===== src/rtl/spi_flash_responder.sv =====
// SPI flash target model (mode 0). Serves READ (0x03), JEDEC ID (0x9F) and
// STATUS (0x05) from an internal byte image loaded through a host write port.
// All SPI pins are synchronised into clk; protocol logic runs on edge pulses.
module spi_flash_responder #(
    parameter int unsigned MEM_DEPTH = 256,
    parameter int unsigned ADDR_W    = 8,
    parameter logic [23:0] JEDEC_ID  = 24'hEF4016
) (
    input  logic              clk,
    input  logic              rst,
    input  logic              flash_cs_n,
    input  logic              flash_clk,
    input  logic              flash_mosi,
    output logic              flash_miso,
    input  logic              img_wen,
    input  logic [ADDR_W-1:0] img_waddr,
    input  logic [7:0]        img_wdata,
    output logic              busy,
    output logic              err_opcode,
    output logic [15:0]       rd_bytes
);

    localparam logic [2:0] StIdle   = 3'd0;
    localparam logic [2:0] StCmd    = 3'd1;
    localparam logic [2:0] StAddr   = 3'd2;
    localparam logic [2:0] StData   = 3'd3;
    localparam logic [2:0] StId     = 3'd4;
    localparam logic [2:0] StStat   = 3'd5;
    localparam logic [2:0] StIgnore = 3'd6;

    // Synchroniser and edge-detect state
    logic [1:0] cs_sync_q, sclk_sync_q, mosi_sync_q;
    logic       sclk_prev_q;
    logic [1:0] valid_q;
    logic       armed_q, armed_d;
    logic       cs_n_s, sclk_s, mosi_s, sclk_rise, sclk_fall;

    // Protocol state
    logic [2:0]        state_q, state_d;
    logic [4:0]        bit_cnt_q, bit_cnt_d;
    logic [7:0]        cmd_q, cmd_d;
    logic [ADDR_W-1:0] addr_q, addr_d;
    logic [7:0]        out_sr_q, out_sr_d;
    logic [2:0]        out_cnt_q, out_cnt_d;
    logic [1:0]        id_idx_q, id_idx_d;
    logic              miso_q, miso_d;
    logic              err_q, err_d;
    logic [15:0]       rd_bytes_q, rd_bytes_d;

    // Image storage and read port
    logic [7:0]        mem_q [MEM_DEPTH];
    logic [7:0]        rdata_q;
    logic              rd_en;
    logic [ADDR_W-1:0] raddr;

    logic [7:0]        cmd_shift;
    logic [ADDR_W-1:0] addr_shift;
    logic [7:0]        cur_byte;

    assign cs_n_s     = cs_sync_q[1];
    assign sclk_s     = sclk_sync_q[1];
    assign mosi_s     = mosi_sync_q[1];
    assign sclk_rise  = sclk_s & ~sclk_prev_q;
    assign sclk_fall  = ~sclk_s & sclk_prev_q;
    assign cmd_shift  = {cmd_q[6:0], mosi_s};
    assign addr_shift = {addr_q[ADDR_W-2:0], mosi_s};

    assign flash_miso = miso_q;
    assign busy       = ~cs_n_s;
    assign err_opcode = err_q;
    assign rd_bytes   = rd_bytes_q;

    // 2-FF synchronisers; cs_n resets high so busy reads 0 during reset
    always_ff @(posedge clk or posedge rst) begin
        if (rst) begin
            cs_sync_q   <= 2'b11;
            sclk_sync_q <= 2'b00;
            mosi_sync_q <= 2'b00;
            sclk_prev_q <= 1'b0;
            valid_q     <= 2'b00;
            armed_q     <= 1'b0;
        end else begin
            cs_sync_q   <= {cs_sync_q[0], flash_cs_n};
            sclk_sync_q <= {sclk_sync_q[0], flash_clk};
            mosi_sync_q <= {mosi_sync_q[0], flash_mosi};
            sclk_prev_q <= sclk_s;
            valid_q     <= {valid_q[0], 1'b1};
            armed_q     <= armed_d;
        end
    end

    // Arm only once a real deselect has been seen since reset, so an
    // initiator that kept cs_n low across reset must re-select first.
    always_comb begin
        armed_d = armed_q | (valid_q[1] & cs_n_s);
    end

    // Byte presented at the start of each output byte
    always_comb begin
        cur_byte = 8'h00;
        case (state_q)
            StData: cur_byte = rdata_q;
            StId: begin
                case (id_idx_q)
                    2'd0:    cur_byte = JEDEC_ID[23:16];
                    2'd1:    cur_byte = JEDEC_ID[15:8];
                    2'd2:    cur_byte = JEDEC_ID[7:0];
                    default: cur_byte = 8'h00;
                endcase
            end
            default: cur_byte = 8'h00;
        endcase
    end

    // Protocol FSM next-state logic
    always_comb begin
        state_d    = state_q;
        bit_cnt_d  = bit_cnt_q;
        cmd_d      = cmd_q;
        addr_d     = addr_q;
        out_sr_d   = out_sr_q;
        out_cnt_d  = out_cnt_q;
        id_idx_d   = id_idx_q;
        miso_d     = miso_q;
        err_d      = err_q;
        rd_bytes_d = rd_bytes_q;
        rd_en      = 1'b0;
        raddr      = addr_q;

        if (cs_n_s) begin
            state_d   = StIdle;
            bit_cnt_d = 5'd0;
            out_cnt_d = 3'd0;
            id_idx_d  = 2'd0;
            miso_d    = 1'b0;
        end else begin
            case (state_q)
                StIdle: begin
                    if (armed_q) begin
                        state_d   = StCmd;
                        bit_cnt_d = 5'd0;
                    end
                end
                StCmd: begin
                    if (sclk_rise) begin
                        cmd_d     = cmd_shift;
                        bit_cnt_d = bit_cnt_q + 5'd1;
                        if (bit_cnt_q == 5'd7) begin
                            bit_cnt_d = 5'd0;
                            out_cnt_d = 3'd0;
                            id_idx_d  = 2'd0;
                            case (cmd_shift)
                                8'h03: state_d = StAddr;
                                8'h9F: state_d = StId;
                                8'h05: state_d = StStat;
                                default: begin
                                    err_d   = 1'b1;
                                    state_d = StIgnore;
                                end
                            endcase
                        end
                    end
                end
                StAddr: begin
                    if (sclk_rise) begin
                        addr_d    = addr_shift;
                        bit_cnt_d = bit_cnt_q + 5'd1;
                        if (bit_cnt_q == 5'd23) begin
                            // Read issued here lands in rdata_q well before the next fall
                            rd_en     = 1'b1;
                            raddr     = addr_shift;
                            bit_cnt_d = 5'd0;
                            out_cnt_d = 3'd0;
                            state_d   = StData;
                        end
                    end
                end
                StData, StId, StStat: begin
                    if (sclk_fall) begin
                        if (out_cnt_q == 3'd0) begin
                            miso_d   = cur_byte[7];
                            out_sr_d = {cur_byte[6:0], 1'b0};
                        end else begin
                            miso_d   = out_sr_q[7];
                            out_sr_d = {out_sr_q[6:0], 1'b0};
                        end
                        out_cnt_d = out_cnt_q + 3'd1;
                        if (out_cnt_q == 3'd7) begin
                            if (state_q == StData) begin
                                // Last bit now on the wire: count it and prefetch the next byte
                                rd_bytes_d = rd_bytes_q + 16'd1;
                                addr_d     = addr_q + ADDR_W'(1);
                                rd_en      = 1'b1;
                                raddr      = addr_q + ADDR_W'(1);
                            end else if (state_q == StId && id_idx_q != 2'd3) begin
                                id_idx_d = id_idx_q + 2'd1;
                            end
                        end
                    end
                end
                StIgnore: miso_d = 1'b0;
                default:  state_d = StIdle;
            endcase
        end
    end

    // Protocol state registers
    always_ff @(posedge clk or posedge rst) begin
        if (rst) begin
            state_q    <= StIdle;
            bit_cnt_q  <= 5'd0;
            cmd_q      <= 8'h00;
            addr_q     <= '0;
            out_sr_q   <= 8'h00;
            out_cnt_q  <= 3'd0;
            id_idx_q   <= 2'd0;
            miso_q     <= 1'b0;
            err_q      <= 1'b0;
            rd_bytes_q <= 16'd0;
        end else begin
            state_q    <= state_d;
            bit_cnt_q  <= bit_cnt_d;
            cmd_q      <= cmd_d;
            addr_q     <= addr_d;
            out_sr_q   <= out_sr_d;
            out_cnt_q  <= out_cnt_d;
            id_idx_q   <= id_idx_d;
            miso_q     <= miso_d;
            err_q      <= err_d;
            rd_bytes_q <= rd_bytes_d;
        end
    end

    // Image array: survives reset; a same-cycle read sees the pre-write byte
    always_ff @(posedge clk) begin
        if (img_wen) begin
            mem_q[img_waddr] <= img_wdata;
        end
        if (rd_en) begin
            rdata_q <= mem_q[raddr];
        end
    end

endmodule


===== config.mk =====
export PLATFORM = sky130hd
export DESIGN_NAME = spi_flash_responder
export DESIGN_NICKNAME = d
export VERILOG_FILES = /design/src/rtl/spi_flash_responder.sv
export SDC_FILE = /design/constraint.sdc
export NUM_CORES = 2
export LEC_CHECK = 0
export CAP_MARGIN = 0
export CORE_ASPECT_RATIO = 1.1
export CORE_MARGIN = 1.5
export CORE_UTILIZATION = 55
export DETAILED_ROUTE_END_ITERATION = 10
export HOLD_SLACK_MARGIN = 0.02
export PLACE_DENSITY = 0.67
export SLEW_MARGIN = 20
export SYNTH_ARGS = -nofsm -noshare
export SYNTH_HDL_FRONTEND = slang
export SYNTH_SLANG_ARGS = --single-unit

===== constraint.sdc =====
create_clock -name clk -period 6.2 [get_ports clk]
set_input_delay 1.86 -clock clk [delete_from_list [all_inputs] [get_ports clk]]
set_output_delay 1.86 -clock clk [all_outputs]
set_load 0.03 [all_outputs]

* Yosys cells after proc, flatten, opt, wreduce, memory -nomap -nowiden
Memory sizes are Yosys's and may differ from the RTL's. A register that Yosys moved wholly into a read port is not among the register bits.
Index checks and enable logic that the tools add are counted.
** Storage, ports and cells
- Word-level logic and storage cells :: 133
- Memories :: 1
- Output and inout bits :: 19
- Register bits :: 64
- RAM bits :: 2048
** Operators by class
- Eq/ne operators :: 26
- Muxes and demuxes :: 55
- Add/sub/neg operators :: 5
- Reductions and logical operators :: 22
- Bitwise gates (word level) :: 8
** Memory list
- mem_q :: words 256, width 8, rd ports 1, clocked after Yosys merged registers in 1, write ports 1, RTL line 51 : logic [7:0] mem_q [MEM_DEPTH];
** Operators with widths (number)
- 8-bit 2-to-1 mux :: 8
- 8-bit one-hot mux with 2 select lines :: 3
- 3-bit 2-to-1 mux :: 12
- 5-bit 2-to-1 mux :: 6
- 3-bit inequality test (second input constant) :: 9
- 8-bit one-hot mux with 3 select lines :: 1
- 3-bit one-hot mux with 3 select lines :: 2
- 16-bit by 1-bit adder with 16-bit output (second input constant) :: 1
- 5-bit one-hot mux with 3 select lines :: 1
- 2-bit 2-to-1 mux :: 7
- 3-bit equality test (second input constant) :: 4
- 3-bit one-hot mux with 4 select lines :: 1
- 6-bit AND reduction :: 2
- 1-bit 2-to-1 mux :: 11
- 5-bit AND reduction :: 2
- 3-bit AND reduction :: 3
- 8-bit by 1-bit adder with 8-bit output (second input constant) :: 1
- 8-bit by 2-bit equality test with 1-bit output (second input constant) :: 1
- 8-bit by 3-bit equality test with 1-bit output (second input constant) :: 1
- 8-bit equality test (second input constant) :: 1
- 4-bit nonzero test :: 2
- 7-bit AND reduction :: 1
- 3-bit by 2-bit equality test with 1-bit output (second input constant) :: 2
- 3-bit zero test :: 2
- 23 further kinds :: 32

* Longest topological paths before layout
- Depth after elaboration :: 8
- Gate-level depth with buffers :: 19

* Least setup slack after synthesis
Ideal clock, no wire load.
- Path kind :: input port to flip-flop
- From :: input port img_waddr[3]
- To :: memory mem_q[235][0], enable pin
- Path slack :: 2.524 ns
- Cell stages on the path :: 6
- Data arrival time :: 3.306 ns
- Path buffers :: 3
- Data required time :: 5.830 ns
- Cell sequence :: clkbuf_1 -> nor2b_1 -> clkbuf_1 -> nand4_1 -> clkbuf_1 -> nor2_1
** RTL lines
- start, declared :: RTL line 16 : input logic [ADDR_W-1:0] img_waddr,
- end, declared :: RTL line 51
Straight into the memory's write port.

* Final worst setup path
- From :: register state_q[1]
- To :: register rdata_q[1], read port of mem_q, data pin
** On the way
- Word-level cells in the longest chain between the ends :: 6
** RTL lines
- start, declared :: RTL line 39 : logic [2:0] state_q, state_d;
- start signal, assigned :: RTL line 210 : state_q <= StIdle;
- start signal, assigned :: RTL line 221 : state_q <= state_d;
- 3-bit by 2-bit equality test with 1-bit output :: RTL line 137, 189
- 8-bit 2-to-1 mux / 1-bit 2-to-1 mux (equally long branches)
- 8-bit 2-to-1 mux / 1-bit 2-to-1 mux (equally long branches) :: RTL line 188 : if (out_cnt_q == 3'd7) begin
- 8-bit 2-to-1 mux / 1-bit 2-to-1 mux (equally long branches)
- 8-bit one-hot mux with 2 select lines / 1-bit one-hot mux with 2 select lines (equally long branches) :: RTL line 137 : case (state_q)
- 8-bit 2-to-1 mux / 1-bit 2-to-1 mux (equally long branches) :: RTL line 130 : if (cs_n_s) begin
- end, declared :: RTL line 52 : logic [7:0] rdata_q;
Parallel ways exist; a longest one is shown, timed or not.
A chain may end at the register's enable or synchronous reset.

==> results.json <==
{
  "status": "completed",
  "critPathKind": "flip-flop to flip-flop",
  "synth_fa_ha_area_share_pct": 0.161,
  "cts.clk_slew.worst_paths_ns": 0.07,
  "drc": 0,
  "dieArea_um2": 158000,
  "relSlewSlack_pct": 19.0,
  "synth_simple_gate_area_share_pct": 12.3,
  "grt_overflow": 0,
  "cts_resized": 0,
  "r2r_start": "state_q[1]$_DFFE_PP0P_",
  "finalInstanceArea_um2": 96100,
  "ys_seq_area_share_pct": 74.1,
  "grt_use_total_pct": 31.3,
  "maxSlewViolCount": 0,
  "fin_util_pct": 62.3,
  "grt_max_degree": 132,
  "num_antenna_cells": 0,
  "h-tree-depth": 4,
  "numCtsBuffers": 203,
  "drv_cap": 0,
  "synthMuxAreaShare_pct": 3.52,
  "routed_wl_um": 246000,
  "grt_pass1_wl_um": 359000,
  "die_h_um": 416,
  "r2r_cells": 13,
  "use_met1_pct": 43.5,
  "dpl_cell_area_um2": 89700,
  "gp_congestion": 0.927,
  "port_buffers": 40,
  "stdcell_count": 8669,
  "drtAntennaViolNets": 0,
  "syn_area_um2": 85500,
  "synth.avg_cell_area_um2": 13.6,
  "min_from": "sclk_sync_q[0]$_DFF_PP0_",
  "synth-warning-count": 0,
  "place_hpwl_um": 149000,
  "hold_violations": 0,
  "worstMarginPinSlew_ns": 1.21,
  "cts_tree": "yes",
  "synth_flop_cell": "edfxtp_1",
  "setup_slack_ns": 0.451,
  "crit_required_ns": 6.82,
  "initial_utilization_pct": 55.4,
  "grt_antenna_before_repair": 8,
  "viasPerCell": 6.37,
  "vdd_drop_max_mv": 0.507,
  "start_kind": "flip-flop",
  "clock_skew_ns": 0.0357,
  "fmax_mhz": 174,
  "synth_edf_count": 2056,
  "layout.nets": 6471,
  "row_count": 151,
  "synth_xor_area_share_pct": 0.186,
  "synth_top_family_by_area": "simple AND/OR/NAND/NOR gates",
  "ctsHoldBuffers": 0,
  "dp_slack_ns": 0.633,
  "power.total_mw": 43.8,
  "drive_gt1_share_pct": 10.3,
  "async_reset_ff_share_pct": 2.97,
  "worstPathArrival_ns": 6.37,
  "yosysUniqueCellTypes": 86,
  "grt.busiest_layer": "met2",
  "grt_use_met3_pct": 6.18,
  "syn_to_final_growth_pct": 12.4,
  "placed_cells": 8298,
  "grt_setup_unrepaired": "no",
  "setup_viol": 0,
  "grt_pass1_vias": 52600,
  "core-area_um2": 154000,
  "final_cell_mix": "2056 x edfxtp_1, 1450 x nand2_1, 459 x nand3_1",
  "drt_iter0_markers": 7638,
  "setup_tns_ns": 0,
  "fin_hold_ws_ns": 0.352,
  "timing.rr.end": "rdata_q[1]$_DFFE_PP_",
  "syn-num-nets": 6310,
  "endpoint_kind": "flip-flop",
  "wl_per_cell_um": 28.4,
  "pin_count": 41,
  "power_leakage_nw": 32.5,
  "clkLatencyLatePin_ns": 0.86,
  "crit_start": "state_q[1]$_DFFE_PP0P_",
  "cts_max_path_buffers": 3,
  "reg2reg_slack_ns": 0.45,
  "power.density_nw_per_um2": 456,
  "die_w_um": 379,
  "holdCritPathClass": "flip-flop to flip-flop",
  "clockRootBuffer": "clkbuf_16",
  "route.vias.total": 55300,
  "met2_usage_pct": 48.3,
  "timing.final.crit_share_pct": 92.7,
  "ys_seq_elements": 2119,
  "drt_pass1_iterations": 6,
  "syn_inst": 6277,
  "cts_sinks": 2119,
  "synth_compound_area_share_pct": 7.25,
  "post_cts_buffers": 0,
  "critPathMaxFanout": 39,
  "crit_path_end": "rdata_q[1]$_DFFE_PP_",
  "final_common_cell": "edfxtp_1",
  "period_needed_ns": 5.75
}
[final cells by class]
| type | count | area, µm² |
|---|---|---|
| flip-flops and latches | 2119 | 63300 |
| inverters | 13 | 48.8 |
| well taps | 2065 | 2580 |
| clock inverters | 128 | 1090 |
| repair buffers | 379 | 3560 |
| clock buffers | 243 | 5270 |
| fillers | 11500 | 58100 |
| multi-input cells | 3722 | 20200 |
[cell families (layout without fill, tap and decap cells)]
| group | Yosys count | after routing |
|---|---|---|
| mux | 299 | 299 |
| xor+xnor | 16 | 16 |
| buf+inv | 436 | 763 |
| other cells | 1 | 1 |
| simple gates | 2467 | 2467 |
| fa+ha+maj | 11 | 11 |
| flops | 2119 | 2119 |
| compound gates | 928 | 928 |
[worst min-delay path by stage]
stage / slack, ns / depth (start not counted) / endpoint
detailed placement: 0.34 / 0 / sclk_sync_q[1]$_DFF_PP0_
floorplan: 0.33 / 0 / mosi_sync_q[1]$_DFF_PP0_
CTS: 0.35 / 0 / sclk_sync_q[1]$_DFF_PP0_
finish: 0.35 / 0 / sclk_sync_q[1]$_DFF_PP0_
global placement: 0.34 / 0 / valid_q[1]$_DFF_PP0_
global route: 0.35 / 0 / sclk_sync_q[1]$_DFF_PP0_
[flip-flops by register name, summed over array words and instances, names as in the netlist]
name / cells
cmd_q: 7
cs_sync_q: 2
rd_bytes: 16
rdata_q: 8
sclk_sync_q: 2
id_idx_q: 2
addr_q: 8
flash_miso: 1
bit_cnt_q: 5
err_opcode: 1
armed_q: 1
sclk_prev_q: 1
out_cnt_q: 3
out_sr_q: 7
mem_q: 2048
mosi_sync_q: 2
state_q: 3
valid_q: 2
[cells in the mapped netlist, drive strengths merged, types with 21 or more instances]
| library cell | instances | share of area [%] |
|---|---|---|
| a21o | 21 | 0.18 |
| a311oi | 40 | 0.41 |
| o211ai | 26 | 0.23 |
| dfrtp | 61 | 1.8 |
| nand3 | 462 | 2.7 |
| o22ai | 34 | 0.25 |
| edfxtp | 2056 | 72 |
| mux2i | 289 | 3.4 |
| nand4 | 26 | 0.19 |
| nor3b | 24 | 0.21 |
| clkbuf | 161 | 0.71 |
| nor4 | 30 | 0.26 |
| buf | 262 | 1.7 |
| nor2 | 325 | 1.4 |
| nand2 | 1452 | 6.4 |
| nor3 | 40 | 0.25 |
| a22oi | 44 | 0.39 |
| a211oi | 46 | 0.41 |
| a32oi | 82 | 0.84 |
| a21oi | 318 | 1.9 |
| a31oi | 96 | 0.70 |
| o21ai | 86 | 0.51 |
| a221oi | 28 | 0.31 |
| o2111ai | 26 | 0.27 |
| and3 | 48 | 0.35 |
[per-layer routing]
| layer | up-vias | share of wire (%) | wire length, µm |
|---|---|---|---|
| met5 | - | 0.041 | 100 |
| met4 | 12 | 4.7 | 11600 |
| met3 | 573 | 11 | 26300 |
| met2 | 3214 | 46 | 114000 |
| met1 | 27600 | 38 | 94100 |
| li1 | 23800 | - | - |
[worst max-delay path: stages (launching register included)]
cell       delay, ns
dfrtp_1         0.69
and3b_1         0.52
mux2i_1         0.27
nor4_4          0.43
or2_4           0.71
buf_12          0.37
buf_12          0.29
mux2i_1         0.23
mux2i_1         0.09
o2111ai_1       0.30
o221ai_1        0.28
o21ai_0         0.41
nand4_1         0.50
and3_1          0.36
[where the power goes]
group / total, mW / leakage, nW / switching (mW) / internal (mW)
combinational: 15.8 / 10.1 / 11.2 / 4.65
sequential: 16.0 / 19.3 / 0.154 / 15.8
clock: 12.0 / 3.13 / 5.36 / 6.69
Note: power is estimated with default switching activity, not from simulation.
